<file path="src/rtl/uart_tx_pkg.sv">
// Shared UART definitions: FSM state encoding, frame constants and a parity helper.
// Intended for reuse by the companion receiver.
package uart_tx_pkg;

  typedef enum logic [2:0] {
    ST_IDLE   = 3'd0,
    ST_START  = 3'd1,
    ST_DATA   = 3'd2,
    ST_PARITY = 3'd3,
    ST_STOP   = 3'd4
  } uart_state_e;

  localparam int UART_DATA_BITS    = 8;
  localparam int UART_CLKS_PER_BIT = 104;

  function automatic logic even_parity(input logic [UART_DATA_BITS-1:0] data);
    return ^data;
  endfunction

endpackage

</file>
<file path="src/rtl/uart_baud_tick.sv">
// Bit-period counter: counts 0..CLKS_PER_BIT-1 and pulses o_tick for one cycle
// on the last count of each bit. i_clear holds the counter at zero.
module uart_baud_tick #(
  parameter int CLKS_PER_BIT = 104
) (
  input  logic CLK,
  input  logic RESET,
  input  logic i_clear,
  output logic o_tick
);

  localparam int                CNT_W = (CLKS_PER_BIT > 1) ? $clog2(CLKS_PER_BIT) : 1;
  localparam logic [CNT_W-1:0]  LAST  = CNT_W'(CLKS_PER_BIT - 1);

  logic [CNT_W-1:0] r_cnt;

  assign o_tick = !i_clear && (r_cnt == LAST);

  // NOTE: state is written with non-blocking assignments only, so every flop
  // samples pre-edge values regardless of block ordering.
  always_ff @(posedge CLK or negedge RESET) begin
    if (!RESET) begin
      r_cnt <= '0;
    end else if (i_clear || o_tick) begin
      r_cnt <= '0;
    end else begin
      r_cnt <= r_cnt + CNT_W'(1);
    end
  end

endmodule

</file>
<file path="src/rtl/uart_tx.sv">
// 8N1 UART transmitter with valid/ready input and a one-entry holding register.
// Define UART_TX_PARITY_EN to insert an even-parity bit between data and stop.
module uart_tx
  import uart_tx_pkg::*;
#(
  parameter int CLKS_PER_BIT = UART_CLKS_PER_BIT
) (
  input  logic                      CLK,
  input  logic                      RESET,
  input  logic [UART_DATA_BITS-1:0] TX_DATA,
  input  logic                      TX_VALID,
  output logic                      TX_READY,
  output logic                      TXD,
  output logic                      BUSY
);

  uart_state_e               r_state;
  logic [UART_DATA_BITS-1:0] r_shift;
  logic [UART_DATA_BITS-1:0] r_hold;
  logic                      r_hold_full;
  logic [2:0]                r_bit_idx;
  logic                      r_txd;

  logic                      w_tick;
  logic                      w_accept;
  logic                      w_load;
  logic [UART_DATA_BITS-1:0] w_load_byte;

  assign TX_READY = !r_hold_full;
  assign TXD      = r_txd;
  assign BUSY     = (r_state != ST_IDLE) || r_hold_full;
  assign w_accept = TX_VALID && !r_hold_full;

  // The shifter is fed from the holding register when it is occupied, otherwise
  // straight from the input (accept while idle bypasses the hold).
  assign w_load_byte = r_hold_full ? r_hold : TX_DATA;
  assign w_load      = ((r_state == ST_IDLE) && (r_hold_full || w_accept)) ||
                       ((r_state == ST_STOP) && w_tick && r_hold_full);

  uart_baud_tick #(
    .CLKS_PER_BIT (CLKS_PER_BIT)
  ) u_baud_tick (
    .CLK     (CLK),
    .RESET   (RESET),
    .i_clear (r_state == ST_IDLE),
    .o_tick  (w_tick)
  );

`ifdef UART_TX_PARITY_EN
  logic r_parity;

  always_ff @(posedge CLK or negedge RESET) begin
    if (!RESET) begin
      r_parity <= 1'b0;
    end else if (w_load) begin
      r_parity <= even_parity(w_load_byte);
    end
  end
`endif

  always_ff @(posedge CLK or negedge RESET) begin
    if (!RESET) begin
      r_state     <= ST_IDLE;
      r_shift     <= '0;
      r_hold      <= '0;
      r_hold_full <= 1'b0;
      r_bit_idx   <= '0;
      r_txd       <= 1'b1;
    end else begin
      if (w_accept && (r_state != ST_IDLE)) begin
        r_hold      <= TX_DATA;
        r_hold_full <= 1'b1;
      end

      if (w_load) begin
        r_shift     <= w_load_byte;
        r_hold_full <= 1'b0;
        r_state     <= ST_START;
        r_txd       <= 1'b0;
      end else begin
        case (r_state)
          ST_START: begin
            if (w_tick) begin
              r_state   <= ST_DATA;
              r_bit_idx <= '0;
              r_txd     <= r_shift[0];
            end
          end
          ST_DATA: begin
            if (w_tick) begin
              if (r_bit_idx == 3'(UART_DATA_BITS - 1)) begin
`ifdef UART_TX_PARITY_EN
                r_state <= ST_PARITY;
                r_txd   <= r_parity;
`else
                r_state <= ST_STOP;
                r_txd   <= 1'b1;
`endif
              end else begin
                r_bit_idx <= r_bit_idx + 3'd1;
                r_shift   <= r_shift >> 1;
                r_txd     <= r_shift[1];
              end
            end
          end
`ifdef UART_TX_PARITY_EN
          ST_PARITY: begin
            if (w_tick) begin
              r_state <= ST_STOP;
              r_txd   <= 1'b1;
            end
          end
`endif
          ST_STOP: begin
            if (w_tick) begin
              r_state <= ST_IDLE;
            end
          end
          ST_IDLE: begin
            r_txd <= 1'b1;
          end
          default: begin
            r_state <= ST_IDLE;
            r_txd   <= 1'b1;
          end
        endcase
      end
    end
  end

endmodule
</file>
<file path="config.mk">
export PLATFORM = sky130hd
export DESIGN_NAME = uart_tx
export DESIGN_NICKNAME = d
export VERILOG_FILES = /design/src/rtl/uart_tx_pkg.sv /design/src/rtl/uart_baud_tick.sv /design/src/rtl/uart_tx.sv
export SDC_FILE = /design/constraint.sdc
export NUM_CORES = 1
export LEC_CHECK = 0
export CORE_MARGIN = 2
export CORE_UTILIZATION = 51
export CTS_CLUSTER_DIAMETER = 40
export DETAILED_ROUTE_END_ITERATION = 12
export PLACE_DENSITY = 0.75
export SLEW_MARGIN = 20
export SYNTH_ARGS = -nofsm -noshare
export SYNTH_HDL_FRONTEND = slang
export SYNTH_HIERARCHICAL = 1
export SYNTH_SLANG_ARGS = --single-unit
</file>
<file path="constraint.sdc">
create_clock -name CLK -period 2.4 [get_ports CLK]
set_clock_uncertainty 0.05 [all_clocks]
set_input_delay 0.48 -clock CLK [delete_from_list [all_inputs] [get_ports CLK]]
set_output_delay 0.48 -clock CLK [all_outputs]
set_load 0.02 [all_outputs]
</file>
==> results of run 1 <==
==> worst paths after layout <==
path / endpoint / start
worst max register to register: r_shift[5] / u_baud_tick/r_cnt[0]
worst min-delay path: u_baud_tick/r_cnt[0] / u_baud_tick/r_cnt[0]
min in group asynchronous: u_baud_tick/r_cnt[2] / RESET
worst max-delay path: BUSY / r_state[0]
worst min register to register: u_baud_tick/r_cnt[0] / u_baud_tick/r_cnt[0]
max in group asynchronous: r_hold[1] / RESET
==> cells in the final DEF (no fill, tap or decap), drive strengths merged, types with 2 or more instances in the layout <==
cell | netlist | layout
nand3 | 5 | 5
clkdlybuf4s50 | 0 | 13
xnor2 | 2 | 2
clkbuf | 2 | 8
mux2 | 8 | 8
a21oi | 3 | 3
a22oi | 3 | 3
nor2b | 3 | 3
ha | 3 | 3
buf | 4 | 7
inv | 6 | 6
mux2i | 24 | 24
o21ai | 8 | 8
nor3b | 2 | 2
nor2 | 9 | 9
nand2 | 8 | 8
dfrtp | 30 | 30
a211o | 2 | 2
==> worst max-delay path, delay by kind of cell (launching register included) <==
kind / cells / cell delay [ns]
AND/OR/NAND/NOR: 2 / 0.46
buffers and inverters: 1 / 0.54
flip-flops: 1 / 0.40
==> metrics by stage <==
stage	setup WS, ns	instance area [um2]	cells	hold WS [ns]
2_1_floorplan	0.1040	1609	139	0.1344
3_3_place_gp	0.2889	1826	197	0.3926
3_5_place_dp	0.2152	1826	197	0.4113
4_1_cts	0.09946	1894	205	0.4244
5_1_grt	0.01554	1894	205	0.4498
6_report	0.1376	1894	205	0.4222
==> cells by family after synthesis <==
family                     Yosys count  synth area share (%)
AOI/OAI and AO/OA                   23                 10.03
xor gates and xnor gates             3                 1.633
adders and majority gates            3                 2.333
buffers and inverters               12                 3.499
DFF                                 31                 48.29
muxes                               32                 20.53
and+or+nand+nor                     35                 13.69
==> power breakdown <==
group | leakage, nW | internal [mW] | total, mW | switching, mW
clock | 0.0386 | 0.172 | 0.350 | 0.178
sequential | 0.369 | 0.582 | 0.615 | 0.0332
combinational | 0.441 | 0.0922 | 0.153 | 0.0604
==> sequential cells by signal (all words and copies together), names as in the netlist <==
name / count
r_shift: 8
r_hold_full: 1
r_hold: 8
TXD: 1
r_bit_idx: 3
r_state: 3
u_baud_tick/r_cnt: 7
==> area by class of cell <==
| class | count | area [um2] | area share [%] |
|---|---|---|---|
| multi-input cells | 96 | 775.7 | 40.95 |
| repair buffers | 20 | 195.2 | 10.30 |
| flip-flops and latches | 31 | 777.0 | 41.02 |
| well taps | 44 | 55.05 | 2.906 |
| inverters | 6 | 22.52 | 1.189 |
| clock buffers | 8 | 68.82 | 3.633 |
==> per-layer routing <==
layer,vias up,part of all wire [%]
met4,0,1.9
met1,543,43
met5,-,0
met2,15,52
met3,6,3.6
li1,539,-
==> run summary, run 1 <==
The number of buffers on the longest clock path came out at 2. At the pin with the least slew margin, the transition time is 0.6506 ns. In this run the remaining antenna-violating nets after routing total 0. The signal on the critical path passes through nor3_2 -> nand2_1 -> clkdlybuf4s50_1. The master cell of the clock root buffer is clkbuf_4. The stage delay of the slowest cell on the critical path came out at ~0.54 ns. The arrival time at the worst endpoint came out at 1.73 ns. Synthesis handed over a netlist of 139 instances. The count of yosys warnings during synthesis came out at 6. The effective utilization at floorplan came out at 53.14%.

The final count of pins violating max slew came out at 0. The required arrival time at the worst endpoint came out at around 1.9 ns. The clock sink count came out at 31. In this run the horizontal extent of the chip is ~60 um. At the later pin of the worst-skew pair, clock insertion delay measures between 0.3 and 0.4 ns.

Subtracting the final worst setup slack from the clock period gives between 2 and 2.5 ns. The synthesized netlist net count came out at ~150. The path class of the tightest hold or removal check is reg2reg. The synthesized area divided by synthesized cell count came out at 11.58 um2.

The leakage power is around 0.85 nW. Summed over all layers, the routed wires come to roughly 2900 um. The total number of H-tree levels came out at 2. Input and output buffers added on the ports amount to 13.

The global routing met1 resource utilization came out at about 22%. The via count of the first global-routing pass is roughly 1100. The met2 global-route usage came out at 33.23%. The worst reg2reg path depth is 8. The slowest library cell on the worst path is clkdlybuf4s50_1. The share of the Yosys chip area taken by registers is just under 50%. The fraction of the cycle the final worst path needs came out at a little over nine tenths. The accumulated negative setup slack is 0 ns.

Based on the critical path, the design can be clocked at up to about 440 MHz. The row count is 20. The leading register cell type out of synthesis is dfrtp_1. Along the worst hold path, the cell count comes to 1.

The number of gates resized after cts is 0. For flop-to-flop paths, the worst setup slack is about 0.2 ns. After synthesis, the most frequently instantiated cells are dfrtp_1, mux2i_1, nor2_1, o21ai_0.

The HPWL after detailed placement came out at between 2000 and 2500 um. The via-per-instance ratio came out at between 5 and 6. The number of max-capacitance violations reported is 0. The height of the chip came out at 60.17 um. The CTS buffer count is 5. The total number of nets in the final design came out at about 170. The overflow left after global routing is 0. In the post-synthesis netlist, the cell with the most instances is dfrtp_1. The number of antenna violations at the first check in global routing was 0. The antenna cell count is 0.

In the routed design, unresolved DRC markers number 0. The routed length per placed instance is 14.19 um. The worst setup path is launched from a flip-flop. Once the clock tree was built, the setup fixing pass inserted 0 buffers.

The worst setup path is of the reg2out kind. The count of flip-flops with a built-in enable after synthesis came out at 0. The total area inside the core boundary comes to between 0.003 and 0.004 mm2. The count of state elements after synthesis came out at 31. The clock-pin slew on the worst setup and hold paths is 0.10 ns. Setup violations remaining at the end of the flow were counted as 0.

The placer congestion estimate came out at roughly 0.84. The power density over the cells came out at between 500 and 600 mW/mm2. The first-pass detailed-route iteration total is 4. The summed instance area of the synthesized netlist came out at roughly 0.0016 mm2.

The I/O pin total came out at 14. The number of buffers inserted by hold repair at cts is 0. In the post-synthesis netlist, the biggest area contributors are dfrtp_1, mux2i_1, mux2_2. The layer flagged by global routing as most heavily used is met2. The fraction of post-synthesis cell area in the top cell type by area came out at a little under half.

The met3 usage in global routing came out at 6.926%. The final hold violation count is 0. The overall power came out at about 1.1 mW. In the final layout, the share of cells above drive strength 1 is 17.39%. Of all nets on the critical path, the largest fanout is 5.

Cells fill a little over three fifths of the core in the end. The number of fill cells came out at between 200 and 300. The first-pass GRT wire length is 5085 um. The initial DRC count came out at 23. Synthesis instantiated 39 different standard cells from the library. The async set or reset register ratio after synthesis came out at between 90% and 100%. The endpoint class of the critical path is a primary output.

The worst pin sits at a relative slew slack of between 50% and 60%. The pin count of the biggest net entering global routing is 21. Setup repair after global routing left no endpoint under its margin. IR analysis of the VDD net gives a maximum drop of 0.0004017 V. Relative to the synthesized area, the layout overhead comes to 17.73%. The flow ran to the end, and the final reports show no timing, DRC or antenna violations. The floorplan step defined a die boundary enclosing 0.003620 mm2. The routed via count came out at 1103. The aggregate global-route resource usage is just under 20%. TritonCTS built the clock tree. The largest total area in the synthesized netlist belongs to dfrtp_1.
Note: power is estimated with default switching activity, not from simulation.
==> run 2: changes to the inputs <==
--- a/config.mk
+++ b/config.mk
@@ -10,7 +10,7 @@
 export CTS_CLUSTER_DIAMETER = 40
 export DETAILED_ROUTE_END_ITERATION = 12
 export PLACE_DENSITY = 0.75
-export SLEW_MARGIN = 20
+export SLEW_MARGIN = 0
 export SYNTH_ARGS = -nofsm -noshare
 export SYNTH_HDL_FRONTEND = slang
 export SYNTH_HIERARCHICAL = 1
==> constraint.sdc (replaced) <==
create_clock -name CLK -period 2.4 [get_ports CLK]
set_clock_uncertainty 0.05 [all_clocks]
set_input_delay 0.36 -clock CLK [delete_from_list [all_inputs] [get_ports CLK]]
set_output_delay 0.36 -clock CLK [all_outputs]
set_load 0.02 [all_outputs]
==> run 2 against run 1 <==
Routed wire length down 7.1%; sequential share of layout area down 0.38 points; critical path depth up 4; combinational power down 5%; clock-buffer cell count down 2; global-route usage down 1.3 points; register-to-register slack about the same; die area unchanged; non-clock buffer count up 1; sequential power about the same; largest power group unchanged; sequential cell count unchanged; final cell count up 0.49%.
==> run summary, run 2 (synthesis results as in run 1) <==
The pin count of the biggest net entering global routing came out at 32 (+52%). The aggregate global-route resource usage is 18.51% (-1.3 points). The worst setup path category is reg2reg. The height of the chip was 60.17 um (unchanged). The relative area change from synthesis to final layout came out at 18.82%. In the layout the commonest cells are dfrtp_1, mux2i_1, clkdlybuf4s50_1. The power density over the cells was 621.2 mW/mm2 (+5.2%).

The slowest stage of the critical path is the a211oi_4 cell. The largest fanout of any net on the critical path came to 7 (+2). The effective utilization at floorplan is 53.14% (unchanged).

The via-per-instance ratio came out at 5.345 (-0.67%). The number of antenna violations at the first check in global routing is 0 (unchanged). The run finished with clean final reports.

The overflow left after global routing is 0 (unchanged). The number of buffers on the longest clock path came out at 2 (unchanged). The antenna cell count came out at 0 (unchanged). The first-pass GRT wire length was 4788 um (-5.8%).

The most critical setup path has its startpoint at u_baud_tick/r_cnt[0]. The critical path capture point is r_shift[3]. The headroom to the max-slew limit is 64.06% (+7.6 points). The routed length per placed instance is 13.12 um (-7.6%). The CTS buffer count is 5 (unchanged). The worst reg2reg path depth is 7 (-1).

The final cell count without fillers came out at 206 (+0.49%). Traced cell by cell, the critical path runs through ha_1 -> nand3_2 -> nor4_1 -> buf_4 -> nand2_1 -> a211oi_4 -> mux2i_1. The overall die width came to 60.17 um (unchanged). In this run the worst hold path is classified as in2async. The number of buffers inserted by hold repair at cts was 0 (unchanged). The area of the die came out at 0.003620 mm2 (unchanged). The clock latency at the later pin of the worst-skew pair is 0.33 ns (about the same). The required arrival time at the worst endpoint is 2.61 ns (+0.74 ns). The setup slack on the worst flop-to-flop path came out at 0.20 ns (about the same). The total of buffers placed on input and output ports came out at 13 (unchanged). The worst setup margin came out at 0.1984 ns (+0.06078 ns). The I/O pin total came out at 14 (unchanged).

The core utilization of the finished layout was 63.14% (+0.58 points). The clock period minus final worst setup slack came to 2.202 ns (-0.06078 ns). The worst-case setup slack after placement was 0.1913 ns (-0.02388 ns). The number of remaining DRC errors is 0 (unchanged). The placer congestion estimate came out at 0.8213 (-1.9%).

The detailed-routing wirelength on met1 is 1193 um (-3.9%). The slew at the pin with the worst max-slew slack was 0.5346 ns (-0.1160 ns). The row count is 20 (unchanged). The fraction of the cycle the final worst path needs came out at 91.74% (-2.5 points). The total number of H-tree levels came out at 2 (unchanged). The ratio of cells with drive above 1 in the final layout is 18.52% (+1.1 points). The net load switching power came out at 0.2694 mW (-0.78%). The uppermost metal layer occupied by signal nets is met4. The HPWL after detailed placement is 2002 um (-6.8%). The maximum resistive drop on vdd came to 0.0005331 V (+33%). The routed length on met3 is 107 um (+0.94%). The clock-pin slew on the worst setup and hold paths came out at 0.10 ns (about the same). The power share of the combinational group came to 12.3% (-1.3 points).

The share of power burned in registers is 51.5% (-3.5 points). The number of routed nets with antenna violations is 0 (unchanged). The endpoint class of the critical path is a flip-flop. The core box area was 0.003028 mm2 (unchanged). The worst register-to-register path begins at u_baud_tick/r_cnt[0]. The leading cell type in the layout, fill and taps excluded is dfrtp_1. The final hold violation count came out at 0 (unchanged). The total length of routed met2 wires is 1370 um (-8.9%). The leakage power is 0.8744 nW (+3.1%). The clock share of power came out at 36.1% (+4.8 points). The number of max-capacitance violations reported came out at 0 (unchanged). The via count of the first global-routing pass came to 1085 (-4.3%). The total wirelength of the detailed-routed design is 2702 um (-7.1%). The switching power as a share of total power is 22.69% (-1.6 points). The endpoint identified for the worst register-to-register timing path is r_shift[3].

The routed via count came out at 1101 (-0.18%). The element type at the critical path start is a flip-flop. The arrival time at the worst endpoint is 2.41 ns (+0.68 ns).

The internal power consumption came out at 0.9181 mW (+8.4%). The stage delay of the slowest cell on the critical path came out at 0.51 ns (-0.03 ns). The TritonCTS clock tree is yes. The placement-stage cell area is 0.001813 mm2 (-0.69%). The largest registers in the layout are r_hold: 8 flops, r_shift: 8 flops, u_baud_tick/r_cnt: 7 flops. The accumulated negative setup slack came out at 0 ns (unchanged). The clock sink count is 31 (unchanged). The final setup violation count came out at 0 (unchanged). Setup repair after global routing left no endpoint under its margin. The initial DRC count is 34 (+48%). The first-pass detailed-route iteration total came out at 4 (unchanged).

The cell total after placement is 197 (unchanged). The total number of nets in the final design is 175 (+0.57%). The final count of pins violating max slew is 0 (unchanged). The maximum frequency from static timing analysis came out at 454.2 MHz (+2.8%). The master cell of the clock root buffer is clkbuf_4.

The final instance area is 0.001912 mm2 (+0.92%).
==> run 2: cell types whose count changed in the layout (fill, tap and decap cells not counted), sizes merged <==
cell	change
bufinv	+1
clkbuf	-2
clkinv	+1
buf	+1
==> run 2: power groups by stage <==
stage	sequential (mW)	clock [mW]	combinational [mW]
2_1_floorplan	0.615	0	0.102
3_3_place_gp	0.621	0	0.147
3_5_place_dp	0.624	0	0.151
4_1_cts	0.613	0.437	0.151
5_1_grt	0.620	0.469	0.163
6_report	0.612	0.429	0.146
==> run 2: final cells by class <==
class | count | area [um2]
fill | 251 | 1116
multi-input combinational | 96 | 780.7
sequential | 31 | 777.0
timing repair buffer | 21 | 190.2
tap | 44 | 55.05
clock buffer | 6 | 51.30
clock inverter | 2 | 35.03
inverter | 6 | 22.52
==> run 2: how the worst min path moves through the flow <==
| stage | to | from | cells after the start |
|---|---|---|---|
| 2_1_floorplan | r_bit_idx[0] | RESET | 0 |
| 3_3_place_gp | u_baud_tick/r_cnt[0] | u_baud_tick/r_cnt[0] | 1 |
| 3_5_place_dp | TXD | TXD | 2 |
| 4_1_cts | r_shift[0] | RESET | 2 |
| 5_1_grt | r_shift[1] | RESET | 2 |
| 6_report | u_baud_tick/r_cnt[2] | RESET | 2 |
==> run 2: stage by stage <==
step	hold slack (ns)	power, mW
2_1_floorplan	0.01441	0.7174
3_3_place_gp	0.3930	0.7676
3_5_place_dp	0.4112	0.7754
4_1_cts	0.3559	1.201
5_1_grt	0.3691	1.252
6_report	0.3542	1.188
==> run 2: metal layers <==
layer | global-route usage, % | vias up
met1 | 22.50 | 544
met4 | 7.619 | 0
li1 | - | 538
met3 | 7.143 | 3
met5 | 0 | -
met2 | 29.35 | 16
==> run 2: worst max-delay path: cells and delay by family, from the launching register on <==
kind                       cells  cell delay (ns)
AOI/OAI and AO/OA              1             0.51
DFF                            1             0.39
buffers and inverters          1             0.19
and+or+nand+nor                3             0.49
muxes                          1             0.26
adders and majority gates      1             0.23
==> run 2: timing repair <==
action | 4_1_cts | 5_1_grt
setup endpoints to repair | 0 | 2
setup buffers | 0 | 1
resized for setup | 0 | 1
==> run 3: changes to the inputs <==
--- a/config.mk
+++ b/config.mk
@@ -7,8 +7,9 @@
 export LEC_CHECK = 0
 export CORE_MARGIN = 2
 export CORE_UTILIZATION = 51
-export CTS_CLUSTER_DIAMETER = 40
+export CTS_CLUSTER_DIAMETER = 60
 export DETAILED_ROUTE_END_ITERATION = 12
+export GPL_TIMING_DRIVEN = 1
 export PLACE_DENSITY = 0.75
 export SLEW_MARGIN = 0
 export SYNTH_ARGS = -nofsm -noshare
==> results of run 3 <==
Same layout as run 2: the final DEF is identical, and so are final timing and power.
